<file path="src/rtl/extreme_pool.sv">
`default_nettype none
// ============================================================================
// extreme_pool : slot pool presenting the min (or max) occupied entry
//                through a comparator tree; pop removes the presented entry.
// Revision 1.0
// ============================================================================
module extreme_pool #(
    parameter int LEVEL      = 3,
    parameter int DATA_SZ    = 4,
    parameter int COMPARATOR = 0
) (
    input  logic               clk,
    input  logic               rst_n,
    input  logic               in_valid,
    input  logic [DATA_SZ-1:0] in_data,
    output logic               in_ready,
    output logic               out_valid,
    output logic [DATA_SZ-1:0] out_data,
    output logic [LEVEL-2:0]   out_slot,
    input  logic               out_ready,
    output logic [LEVEL-1:0]   count
);

    localparam int ENTRIES = 1 << (LEVEL - 1);
    localparam int NODES   = 2 * ENTRIES - 1;
    localparam int SLOT_W  = LEVEL - 1;
    localparam logic [LEVEL-1:0] FULL_COUNT = LEVEL'(ENTRIES);

    logic [DATA_SZ-1:0] data_q [ENTRIES];
    logic [DATA_SZ-1:0] data_d [ENTRIES];
    logic [ENTRIES-1:0] valid_q, valid_d;
    logic [LEVEL-1:0]   count_q, count_d;

    // Heap-ordered tree: node n has children 2n+1 / 2n+2, leaves start at ENTRIES-1.
    logic [DATA_SZ-1:0] w_node_val  [NODES];
    logic [SLOT_W-1:0]  w_node_slot [NODES];
    logic [NODES-1:0]   w_node_vld;
    logic               w_better;
    logic               w_pick_right;

    logic              w_push;
    logic              w_pop;
    logic [SLOT_W-1:0] w_free_slot;

    always_comb begin
        w_better     = 1'b0;
        w_pick_right = 1'b0;
        w_node_vld   = '0;
        for (int n = 0; n < NODES; n++) begin
            w_node_val[n]  = '0;
            w_node_slot[n] = '0;
        end
        for (int i = 0; i < ENTRIES; i++) begin
            w_node_val[ENTRIES-1+i]  = data_q[i];
            w_node_slot[ENTRIES-1+i] = SLOT_W'(i);
            w_node_vld[ENTRIES-1+i]  = valid_q[i];
        end
        for (int n = ENTRIES - 2; n >= 0; n--) begin
            // Strict compare keeps ties on the left (lower slot index).
            if (COMPARATOR != 0) begin
                w_better = w_node_val[2*n+2] > w_node_val[2*n+1];
            end else begin
                w_better = w_node_val[2*n+2] < w_node_val[2*n+1];
            end
            w_pick_right = w_node_vld[2*n+2] && (!w_node_vld[2*n+1] || w_better);
            if (w_pick_right) begin
                w_node_val[n]  = w_node_val[2*n+2];
                w_node_slot[n] = w_node_slot[2*n+2];
            end else begin
                w_node_val[n]  = w_node_val[2*n+1];
                w_node_slot[n] = w_node_slot[2*n+1];
            end
            w_node_vld[n] = w_node_vld[2*n+1] || w_node_vld[2*n+2];
        end
    end

    always_comb begin
        w_free_slot = '0;
        for (int i = ENTRIES - 1; i >= 0; i--) begin
            if (!valid_q[i]) begin
                w_free_slot = SLOT_W'(i);
            end
        end
    end

    assign in_ready  = (count_q != FULL_COUNT);
    assign out_valid = (count_q != '0);
    assign out_data  = out_valid ? w_node_val[0]  : '0;
    assign out_slot  = out_valid ? w_node_slot[0] : '0;
    assign count     = count_q;

    assign w_push = in_valid && in_ready;
    assign w_pop  = out_valid && out_ready;

    // Free slot comes from pre-pop state, so a same-cycle push never reuses out_slot.
    always_comb begin
        valid_d = valid_q;
        for (int i = 0; i < ENTRIES; i++) begin
            data_d[i] = data_q[i];
        end
        if (w_pop) begin
            valid_d[out_slot] = 1'b0;
        end
        if (w_push) begin
            valid_d[w_free_slot] = 1'b1;
            data_d[w_free_slot]  = in_data;
        end
        count_d = count_q + LEVEL'(w_push) - LEVEL'(w_pop);
    end

    always_ff @(posedge clk or negedge rst_n) begin
        if (!rst_n) begin
            valid_q <= '0;
            count_q <= '0;
            for (int i = 0; i < ENTRIES; i++) begin
                data_q[i] <= '0;
            end
        end else begin
            valid_q <= valid_d;
            count_q <= count_d;
            for (int i = 0; i < ENTRIES; i++) begin
                data_q[i] <= data_d[i];
            end
        end
    end

endmodule
`default_nettype wire

</file>
<file path="config.mk">
export PLATFORM = sky130hd
export DESIGN_NAME = extreme_pool
export DESIGN_NICKNAME = d
export VERILOG_FILES = /design/src/rtl/extreme_pool.sv
export SDC_FILE = /design/constraint.sdc
export NUM_CORES = 1
export LEC_CHECK = 0
export ABC_CLOCK_PERIOD_IN_PS = 3900
export CELL_PAD_IN_SITES_DETAIL_PLACEMENT = 0
export CELL_PAD_IN_SITES_GLOBAL_PLACEMENT = 1
export CORE_ASPECT_RATIO = 2
export CORE_UTILIZATION = 38
export DETAILED_ROUTE_END_ITERATION = 7
export HOLD_SLACK_MARGIN = 0.06
export PLACE_DENSITY = 0.79
export RECOVER_POWER = 25
export SETUP_SLACK_MARGIN = 0.5
export SYNTH_ARGS = -nofsm -noshare
export SYNTH_HDL_FRONTEND = slang
export SYNTH_SLANG_ARGS = --single-unit
</file>
<file path="constraint.sdc">
create_clock -name clk -period 3.9 [get_ports clk]
set_input_delay 1.17 -clock clk [delete_from_list [all_inputs] [get_ports clk]]
set_output_delay 1.17 -clock clk [all_outputs]
set_load 0.005 [all_outputs]
</file>
**Yosys cells after proc, flatten, opt, wreduce, memory -nomap -nowiden**

Cells that the tools add are included.

- Flip-flop bits (word level): 23
- Output and inout port bits: 11

- Add/sub/neg operators: 2
- Magnitude comparators: 9
- Eq/ne operators: 1
- Muxes and demuxes: 21
- Bitwise logic cells: 4
- Reduce and logical (&&, ||, !) cells: 17

Operator list:

| cell | count |
|---|---|
| 4-bit 2-to-1 mux | 7 |
| 16-bit bitwise mux | 1 |
| 4-bit < comparator | 3 |
| 2-bit 2-to-1 mux | 6 |
| 4-bit demux with 2-bit select | 1 |
| 1-bit logical AND | 8 |
| 2-bit by 3-bit < comparator with 1-bit output, second input constant | 2 |
| 1-bit logical OR | 5 |
| 4-bit bitwise AND | 1 |
| 1-bit demux with 2-bit select | 2 |
| 2-bit by 1-bit >= comparator with 1-bit output, second input constant | 2 |
| 1-bit 2-to-1 mux | 4 |
| 4-bit inverter | 1 |
| 4-bit OR | 1 |
| 3-bit by 1-bit adder with 3-bit output | 1 |
| 3-bit >= comparator, second input constant | 1 |
| 1-bit logical NOT | 3 |
| 3-bit by 1-bit < comparator with 1-bit output, second input constant | 1 |
| 3-bit != test, second input constant | 1 |
| 2-bit inverter with 3-bit output | 1 |
| 3-bit nonzero test | 1 |
| 3-bit by 1-bit subtractor with 3-bit output | 1 |

**Longest topological paths before layout**

- Depth in word-level cells: 18
- Gate-level depth with buffers: 13
- Mapped depth without buffers: 13

**Worst setup path after synthesis**

OpenSTA, ideal clock, no wires.

- Path kind: reg-to-output
- From: register data_q[3] (netlist name)
- To: output out_data[1]
- Arrival: 2791 ps
- Required time: 2730 ps
- Path slack: -61 ps
- Cell stages (with the launch flop): 13
- Path buffers: 0
- Cells stage by stage: dfrtp_1 -> ha_1 -> o211ai_1 -> o211a_4 -> or2_1 -> o21ai_0 -> ha_1 -> a21o_1 -> a21oi_1 -> nor2_1 -> a21oi_1 -> o21a_2 -> mux2i_1

- Longest elaborated chain between the ends: 9

Ends and longest elaborated chain:

| element | RTL line | source |
|---|---|---|
| start, declared | 29 | `logic [DATA_SZ-1:0] data_q [ENTRIES];` |
| start signal, assigned by index | 122 | `data_q[i] <= data_d[i];` |
| 4-bit < comparator | 63 | `w_better = w_node_val[2*n+2] < w_node_val[2*n+1];` |
| 1-bit logical OR | 65 | `w_pick_right = w_node_vld[2*n+2] && (!w_node_vld[2*n+1] \|\| w_better);` |
| 1-bit logical AND | 65 |  |
| 4-bit 2-to-1 mux (*) | 66 | `if (w_pick_right) begin` |
| 4-bit < comparator | 63 |  |
| 1-bit logical OR | 65 |  |
| 1-bit logical AND | 65 |  |
| 4-bit 2-to-1 mux (*) | 66 |  |
| 4-bit 2-to-1 mux (*) | 88 | `assign out_data = out_valid ? w_node_val[0] : '0;` |
| end, declared | 18 | `output logic [DATA_SZ-1:0] out_data,` |

Every way passes the cells marked *; elsewhere a longest branch is shown, timed or not.

**Worst setup path in the final report**

- From: register data_q[7] (netlist name)
- To: output out_data[3]

Same word-level chain as after synthesis.

==> flow_summary.toml <==
[run_status]
status = "finished with violations"
violations = "setup timing"

[setup_path]
worstSetupEndpointType = "output pin"
worstSetupPathType = "reg2out"
r2r_slack_ps = 660
cp.required_ps = 2730
cp.arrival_ps = 3230
worstSetupEndpoint = "out_data[3]"
critPathSlowestCell = "dfrtp_1"
rr_worst_depth = 16
critPathLaunchType = "flip-flop"
critPathMaxFanout = 5
crit_path_max_incr_delay_ps = 360
path_cells = "inv_2, ha_4, o211ai_1, o211a_4, or2_4, o21ai_4, ha_4, a21o_1, a21oi_2, nor2_2, a21oi_2, o21a_2, buf_6, buf_4, mux2i_1, buf_2"
worstReg2RegEnd = "valid_q[2]"
crit_start = "data_q[7]"
reg2reg_from = "data_q[7]"

[sta]
finalCriticalPeriod_ps = 4400
setup_violations = 6
finalCritPeriodShare_pct = 113
hold_viol = 0
rsz0062_at_grt = "true"
fin_ws_ps = -497
drv_slew = 0
tightest_slew_ps = 1050
max_freq_ghz = 0.227
max_slew_margin_pct = 29.8
skew_ps = 3.21

[cts]
cts.sinks = 23
htree_levels = 1
cts_buffers = 3
cts_tree = "done"
clkSlewWorstSetupHoldPaths_ps = 80
clock_latency_ps = 260
root_buffer = "clkbuf_8"
clockBufferDepth = 2

[layout]
diodes = 0
mostFrequentLayoutCells = "50 x buf_4, 23 x dfrtp_1, 14 x nand2_1, 13 x mux2_2"
layout.nets = 246
final_cell_area_sq_um = 2290
mostFrequentLayoutCell = "buf_4"
syn_to_final_growth_pct = 53.9
drive_gt1_share_pct = 47.6

[place]
io_buffers = 18
hpwlAfterDp_mm = 3.30
gp_congestion = 0.880
place_area_sq_um = 1990

[hold_path]
hp-class = "reg2reg"
hp-start = "count[2]"

[detailed_routing]
vias_per_cell = 5.25
vias = 1438
finalWirelength_mm = 4.39
drcViolationCount = 0
wire_per_inst_microns = 16.0
dr.pass1.iters = 4
antenna_left = 0
drt_iter0_markers = 30

[logic_synthesis]
ys_async_sr_fraction_pct = 100
synth_area_leaders = "dfrtp_1 39%, mux2_2 9.8%, ha_1 9.2%, o21ai_0 4.4%, mux2i_1 4.0%"
yosys.area.top_type = "dfrtp_1"
synth_edf_count = 0
postSynthCellCount = 150
syn-mean-instance-area_sq_um = 9.94
syn_area_sq_um = 1490
ys_types = 40
synthFlopType = "dfrtp_1"
ys_ff_latch = 23
ys_seq_area_share_pct = 38.6
syn_nets = 170
synth_top_area_share_pct = 38.6
yosysWarnings = 0

[floorplan]
die_w_microns = 46.3
ios = 19
std_cell_rows = 31
die_h_microns = 90.6
core-area_sq_um = 3680
die-area_sq_um = 4190
initial_core_util_pct = 40.5

[global_routing]
first_global_vias = 1467
antenna_found_initial = 0
grt_first_pass_wirelength_mm = 6.74
grt_usage_pct = 22.2
grt_overflow = 0
grt_max_degree = 24

[job]
max_cap_viol_count = 0
-- state kept, by name (all words and copies together), names as in the netlist --
name	cells
data_q	16
count	3
valid_q	4
-- worst max-delay path: cells and delay by family (launching register included) --
| family | cells | cell delay, ps |
|---|---|---|
| AOI/OAI and AO/OA | 7 | 1200 |
| adders and majority gates | 2 | 480 |
| buffers and inverters | 4 | 400 |
| DFF | 1 | 360 |
| and+or+nand+nor | 2 | 320 |
| muxes | 1 | 180 |
-- cell type report --
type,instances,area (sq um)
fillers,301,1390
multi-input cells,110,967
repair buffers,74,593
flip-flops and latches,23,576
well taps,49,61.3
inverters,14,52.6
clock buffers,4,45.0
-- worst min path at each step --
stage | endpoint | cells after the start
final | count[2] | 1
after global routing | count[2] | 1
after CTS | count[2] | 1
after detailed placement | data_q[5] | 1
after global placement | data_q[7] | 1
after floorplan | data_q[5] | 1
-- repair_timing --
item                       4_1_cts  5_1_grt
pin swaps                       12       15
hold buffers                     0        0
gates resized for setup         35       19
setup buffers                   14        9
setup endpoints to repair        6        6
-- cell usage after synthesis (all sizes together) (4+ instances only) --
library cell   n
ha            11
o211ai         4
or2            4
inv           14
mux2          13
nor2           7
o21ai         14
dfrtp         23
mux2i          6
nand2         16
-- layer usage --
| metal | share of wire (%) | vias up | track usage, % | routed length (microns) |
|---|---|---|---|---|
| met1 | 34 | 704 | 21.6 | 1510 |
| met4 | 4.1 | 0 | 10.5 | 178 |
| met5 | 0 | - | 0 | 0 |
| met2 | 59 | 35 | 40.6 | 2610 |
| met3 | 2.2 | 15 | 3.80 | 95 |
| li1 | - | 684 | - | - |
-- cells by family (layout without fill, tap and decap cells) --
logic type               after synthesis  after routing  synth area share [%]
AO/OA/AOI/OAI                         35             35                  17.0
XOR/XNOR                               2              2                  1.17
adder cells (fa/ha/maj)               12             12                  10.6
buffers and inverters                 17             92                  4.28
flip-flops                            23             23                  38.6
multiplexers                          19             19                  13.8
AND/OR/NAND/NOR                       42             42                  14.5
-- through the flow --
stage          worst slack (ps)  util [%]  cells  TNS [ps]  hold WS, ps
3_5_place_dp               -487      54.0    247     -2470          502
5_1_grt                    -612      62.3    274     -3150          550
6_report                   -497      62.3    274     -2500          529
2_1_floorplan               198         -    150         0          479
3_3_place_gp               -400      54.0    247     -2190          492
4_1_cts                    -508      58.4    265     -2340          529
Power is not shown: default switching activity piles up to over one toggle a cycle in this logic, so the estimate is an artifact.
